===== config.mk =====
export PLATFORM = sky130hd
export DESIGN_NAME = fd_stage_buffer
export DESIGN_NICKNAME = d
export VERILOG_FILES = /design/src/rtl/fd_stage_buffer.sv
export SDC_FILE = /design/constraint.sdc
export NUM_CORES = 1
export LEC_CHECK = 0
export ABC_CLOCK_PERIOD_IN_PS = 1400
export CAP_MARGIN = 20
export CORE_AREA = 2 2 106 108
export CTS_CLUSTER_SIZE = 28
export DETAILED_ROUTE_END_ITERATION = 12
export DIE_AREA = 0 0 108 110
export GPL_TIMING_DRIVEN = 0
export PLACE_DENSITY = 0.72
export SETUP_SLACK_MARGIN = 0.15
export SLEW_MARGIN = 0
export SYNTH_ARGS = -nofsm -noshare
export SYNTH_HDL_FRONTEND = slang
export SYNTH_SLANG_ARGS = --single-unit

===== constraint.sdc =====
create_clock -name clk -period 1.4 [get_ports clk]
set_input_delay 0.28 -clock clk [delete_from_list [all_inputs] [get_ports clk]]
set_output_delay 0.28 -clock clk [all_outputs]
set_load 0.03 [all_outputs]

===== src/rtl/fd_stage_buffer.sv =====
// fd_stage_buffer
// Fetch/decode pipeline buffer that assembles two-word instructions
// (instruction + 16-bit immediate) from a 16-bit fetch stream and carries
// interrupt requests forward until they can ride on an issued instruction.
//
// Ports
//   clk            single clock, rising edge
//   rst            synchronous active-high reset
//   instr_in       word fetched this cycle (instruction or immediate)
//   PC_in          address of instr_in
//   interrupt      interrupt request pulse
//   stall          hold the buffer contents and outputs
//   flush          discard buffer contents (taken branch/jump)
//   instr_out      instruction presented to decode
//   imm_out        immediate belonging to instr_out (0 for one-word instrs)
//   PC_out         address of the first word of instr_out
//   valid_out      instr_out is a real instruction
//   interrupt_out  interrupt tag attached to the issued instruction
//   imm_pending    high while waiting for the immediate word
module fd_stage_buffer #(
  parameter logic [15:0] NOP_WORD     = 16'h0000,
  parameter int          IMM_FLAG_BIT = 15
) (
  input  logic        clk,
  input  logic        rst,
  input  logic [15:0] instr_in,
  input  logic [31:0] PC_in,
  input  logic        interrupt,
  input  logic        stall,
  input  logic        flush,
  output logic [15:0] instr_out,
  output logic [15:0] imm_out,
  output logic [31:0] PC_out,
  output logic        valid_out,
  output logic        interrupt_out,
  output logic        imm_pending
);

  localparam logic [0:0] NORMAL   = 1'b0;
  localparam logic [0:0] WAIT_IMM = 1'b1;

  logic [0:0]  state;
  logic [15:0] hold_instr;
  logic [31:0] hold_pc;
  logic        int_pending;
  logic        issue;

  // An issue edge is one where valid_out is written 1: either the immediate
  // arrives for a held instruction, or a one-word instruction is fetched.
  always_comb begin
    issue = 1'b0;
    if (!rst && !flush && !stall) begin
      issue = (state == WAIT_IMM) || !instr_in[IMM_FLAG_BIT];
    end
  end

  // imm_pending is a pure decode of the state register, so it stays registered.
  assign imm_pending = (state == WAIT_IMM);

  always_ff @(posedge clk) begin
    if (rst) begin
      state         <= NORMAL;
      hold_instr    <= '0;
      hold_pc       <= '0;
      int_pending   <= 1'b0;
      instr_out     <= NOP_WORD;
      imm_out       <= '0;
      PC_out        <= '0;
      valid_out     <= 1'b0;
      interrupt_out <= 1'b0;
    end else begin
      // Requests are remembered through stalls and flushes until delivered.
      int_pending <= interrupt | (int_pending & ~issue);

      if (flush) begin
        state         <= NORMAL;
        hold_instr    <= '0;
        hold_pc       <= '0;
        instr_out     <= NOP_WORD;
        imm_out       <= '0;
        PC_out        <= PC_in;
        valid_out     <= 1'b0;
        interrupt_out <= 1'b0;
      end else if (!stall) begin
        if (state == WAIT_IMM) begin
          // Incoming word is the immediate, whatever its flag bit says.
          state         <= NORMAL;
          instr_out     <= hold_instr;
          imm_out       <= instr_in;
          PC_out        <= hold_pc;
          valid_out     <= 1'b1;
          interrupt_out <= int_pending | interrupt;
        end else if (instr_in[IMM_FLAG_BIT]) begin
          // First half of a two-word instruction: park it and emit a bubble.
          state         <= WAIT_IMM;
          hold_instr    <= instr_in;
          hold_pc       <= PC_in;
          instr_out     <= NOP_WORD;
          imm_out       <= '0;
          PC_out        <= PC_in;
          valid_out     <= 1'b0;
          interrupt_out <= 1'b0;
        end else begin
          instr_out     <= instr_in;
          imm_out       <= '0;
          PC_out        <= PC_in;
          valid_out     <= 1'b1;
          interrupt_out <= int_pending | interrupt;
        end
      end
    end
  end

endmodule


==> Word level (Yosys, flattened, before mapping) <==
Cells that the tools add are included.
{ "totals": {"register_bits": 116, "in_bits": 53, "word_cells": 38} }
{ "classes": {"eq_ne": 1, "mux": 13, "bitwise": 6, "reduce_logical": 9} }
{ "ops": {"columns": ["op", "n"], "rows": [
  ["$mux 32", 3],
  ["$mux 16", 2],
  ["$mux 15", 1],
  ["$mux 1", 7],
  ["$logic_not 1->1", 4],
  ["$not 1->1", 3],
  ["$reduce_and 3->1", 1],
  ["$logic_and 1x1->1", 2],
  ["$ne 2x1->1 const B", 1],
  ["$or 1x1->1", 2],
  ["$reduce_or 2->1", 1],
  ["$and 1x1->1", 1],
  ["$logic_or 1x1->1", 1]
]} }

==> Depth between registers and ports, before layout <==
{ "depth": {"word_depth": 7, "depth_mapped": 7} }

==> Worst setup path before layout <==
OpenSTA, ideal clock, no wires.
{ "synth_path": {"kind": "reg2reg", "start": "register state, in the netlist imm_pending", "end": "register instr_out[10]", "setup_time_ns": 0.115, "t_arrival_ns": 1.537, "setup_slack_ns": -0.252, "path_stages_with_launch": 6, "n_path_buf": 2, "synth_period_minus_slack_ns": 1.652, "path_cell_list": "dfxtp_1 buf_2 buf_2 mux2_2 mux2i_1 nor2_1"} }
{ "synth_between": {"elab_chain_len": 1} }
{ "synth_rtl": {"columns": ["element", "line", "text"], "rows": [
  ["start, declared", "42", "logic [0:0] state;"],
  ["start signal, assigned", "62", "state <= NORMAL;"],
  ["start signal, assigned", "76", "state <= NORMAL;"],
  ["start signal, assigned", "87", "state <= NORMAL;"],
  ["$mux 16", "85", "if (state == WAIT_IMM) begin"],
  ["end signal, assigned", "88", "instr_out <= hold_instr;"],
  ["end signal, assigned", "104", "instr_out <= instr_in;"],
  ["end, declared", "31", "output logic [15:0] instr_out,"]
]} }
No other way between the ends.
A chain may end at the register's enable or synchronous reset.

==> Final worst setup path <==
{ "layout_path": {"start": "register state, in the netlist imm_pending", "end": "register hold_pc[28]"} }
{ "layout_between": {"elab_chain_len": 2} }
{ "layout_rtl": {"columns": ["element", "line", "text"], "rows": [
  ["$not 1->1 (no line)", null, null],
  ["$reduce_and 3->1 (no line)", null, null],
  ["end signal, assigned", "97", "hold_pc <= PC_in;"],
  ["end, declared", "44", "logic [31:0] hold_pc;"]
]} }
No other way between the ends.

==> run metrics <==
status finished with violations; failing checks setup timing; clock share of power roughly 46%; post-layout minimum cycle time about 1400 ps; post-route antenna net violation count 0; Reg area between 2000 and 2500 um^2; Worst Clk Skew just over 9 ps; crit-path max FO 6; H-tree levels 4; Max VDD drop ~0.75 mV; multi-input logic area around 2300 um^2; Reg power frac a little under 40%; post-synthesis cell type with the largest combined area dfxtp_1; Sw Pwr around 2.3 mW; Worst path max stage delay 400 ps; combinational power share between 10% and 20%; drt via density 5.23; Max Cap Viol 0; Post-DP HPWL 8.58 mm; DR WL/cell ~16 um; grt met1 use 25.5%; register-to-register path setup slack -50 ps; number of hold buffers added after CTS 0; port bufs approximately 120; GRT met3 Usage under 10%; Critical R2R Launch imm_pending$_SDFFE_PP0N_; setup ws final -48.9 ps; Lkg Pwr roughly 3 nW; IO Pins 120; WL final 13.9 mm; drt drc 0; Rows 38; Filler cells just under 800; vias between 4000 and 5000; Layout Nets 756; drt initial violations 146; post-synthesis sequential area ratio between 50% and 60%; worst-skew pair later-pin latency 520 ps; sw frac 25.5%; CP Cell Sequence or3b_4 > buf_8 > buf_12 > clkbuf_16 > nand2_1 > a21oi_1; worst slack at placement -623 ps; drt pass-1 iters 4; GRT Total Usage between 20 and 25%; r2r endpoint hold_pc[28]$_SDFFE_PP0P_; largest net degree at the start of global routing 17; CTS tree built; share of cells above drive strength 1 a little under half; worst path required time approximately 1800 ps; FMAX slightly below 700 MHz; leading register cell type out of synthesis dfxtp_1; Crit. Startpoint imm_pending$_SDFFE_PP0N_; Synth Register Bits 116; synth warn 0; Tcrit/Tclk final 103%; Clock Tree Root clkbuf_8; Worst-path clk slew about 50 ps; unrepaired setup endpoints after global routing true; EDFF count, synth 0; Final Hold Fails 0; Least-Margin Pin Slew between 600 and 700 ps; most common cell in the synthesized netlist nand2_1; Setup Crit Path Kind flip-flop to flip-flop; Relative slew margins approximately 58%; Synth top cells by count nand2_1 (161), dfxtp_1 (116), nor2_1 (66); GR peak layer met2; Synth top area share 51.9%; vias in the first global route roughly 4300; Worst setup SP type flip-flop; Worst Hold End PC_out[0]$_SDFFE_PP0P_; final setup vio count 35; min-delay worst type input pin to flip-flop; met2 Use GR approximately two fifths; internal power about 6.6 mW; first-pass GRT wire length 20.5 mm; GP Congestion approximately 0.83; CTS buffer count 17; R2R cell count 6; Core Area 10700 um^2; Hold Slack around 170 ps; hold_sp rst; GRT Residual Overflow 0; asr flop ratio synth 0%; crit end category flip-flop; Worst path slowest cell or3b_4; Num Clock Sinks approximately 120; Initial Util between 40% and 50%; Slew Limit Fails 0; setup TNS -590 ps; syn nets approximately 590; overall die height 110 um; Die W roughly 110 um; Yosys cell types 21; Max Buffers Root-to-Sink 2; die area about 12000 um^2; Area contributors post-synth dfxtp_1 (52%), nand2_1 (14%), a311oi_1 (6.3%); Final Util between 60% and 70%; Crit path arrival time between 1500 and 2000 ps; initial antenna violation count 1; Mapped Cells 534; area delta synth->final 66.7%; mapped cell area 4470 um^2; Worst Hold Depth 2; Avg Inst Size Synth ~8.4 um^2; Power Total between 8 and 9 mW; Pwr Density 1190 nW/um^2
[layout by cell type (no fill, tap or decap), types with 3 or more instances in the layout]
master           count
dfxtp_1             49
clkdlybuf4s50_1     49
buf_12               3
nor2_1              58
clkbuf_1             8
nor2_2               6
a311oi_2            10
nand2_2             15
clkbuf_8             6
nor2b_1              3
buf_4               32
nand2_4             16
clkbuf_16           19
a22oi_1             16
buf_2                3
a21oi_1             24
clkbuf_4             4
a21oi_2             28
clkbuf_2             9
mux2_2              15
clkinv_2             5
dfxtp_2             66
mux2i_1             15
nand2_1            130
buf_6               77
a311oi_1            22
buf_8                7
[logic make-up (layout without fill, tap and decap cells)]
kind of cell | after synthesis | after routing | synth area share, %
flops | 116 | 116 | 51.9
other cells | 0 | 1 | 0
compound gates | 101 | 101 | 14.9
buf+inv | 49 | 231 | 5.23
simple gates | 238 | 238 | 20.8
mux | 30 | 30 | 7.13
[power groups by stage]
stage | clock network (mW) | logic (mW) | registers, mW
floorplan | 0 | 0.370 | 3.72
global placement | 0 | 0.969 | 3.55
detailed placement | 0 | 0.984 | 3.56
CTS | 4.08 | 1.08 | 3.52
global route | 4.26 | 1.35 | 3.54
finish | 4.09 | 1.27 | 3.53
[metal layers]
metal  vias to the layer above  part of all wire (%)
li1                       2140                     -
met1                      2164                    41
met2                       157                    51
met3                        22                   7.1
met4                         0                   1.7
met5                         -                     0
[critical path, delay by kind of cell, from the launching register on]
family                 cells  cell delay [ps]
AND/OR/NAND/NOR            2              470
flip-flops                 1              370
AO/OA/AOI/OAI              1               60
buffers and inverters      3              430
[how the worst max path moves through the flow]
stage | end | slack, ps | cells past startpoint
after floorplan | hold_pc[17]$_SDFFE_PP0P_ | 60 | 6
after global placement | imm_out[10]$_SDFFE_PP0N_ | -550 | 5
after detailed placement | imm_out[13]$_SDFFE_PP0N_ | -620 | 5
after CTS | imm_pending | 9 | 1
after global routing | hold_pc[28]$_SDFFE_PP0P_ | -70 | 6
final | hold_pc[28]$_SDFFE_PP0P_ | -50 | 6
[area by class of cell]
cell class	instances	share of cell area, %
inverters	2	0.101
diodes	1	0.0336
plain buffers	47	5.67
clock buffers	22	5.94
clock inverters	10	1.43
well taps	140	2.35
flip-flops and latches	116	32.3
multi-input cells	369	30.7
repair buffers	150	21.5
[sequential cells by signal (all words and copies together), names as in the netlist]
| name | cells |
|---|---|
| hold_pc | 32 |
| imm_out | 16 |
| hold_instr | 16 |
| valid_out | 1 |
| int_pending | 1 |
| PC_out | 32 |
| imm_pending | 1 |
| instr_out | 16 |
| interrupt_out | 1 |
[through the flow]
stage	cells	instance area (um^2)
floorplan	534	4520
CTS	834	6860
finish	857	7460
detailed placement	792	5870
global placement	792	5870
global route	857	7460
[timing repair]
action	4_1_cts	5_1_grt
resized for setup	590	110
endpoints found under the setup margin	173	181
setup buffers	8	18
cloned	2	4
pin swaps	3	27
No activity file was read; power rests on OpenSTA's default activity.
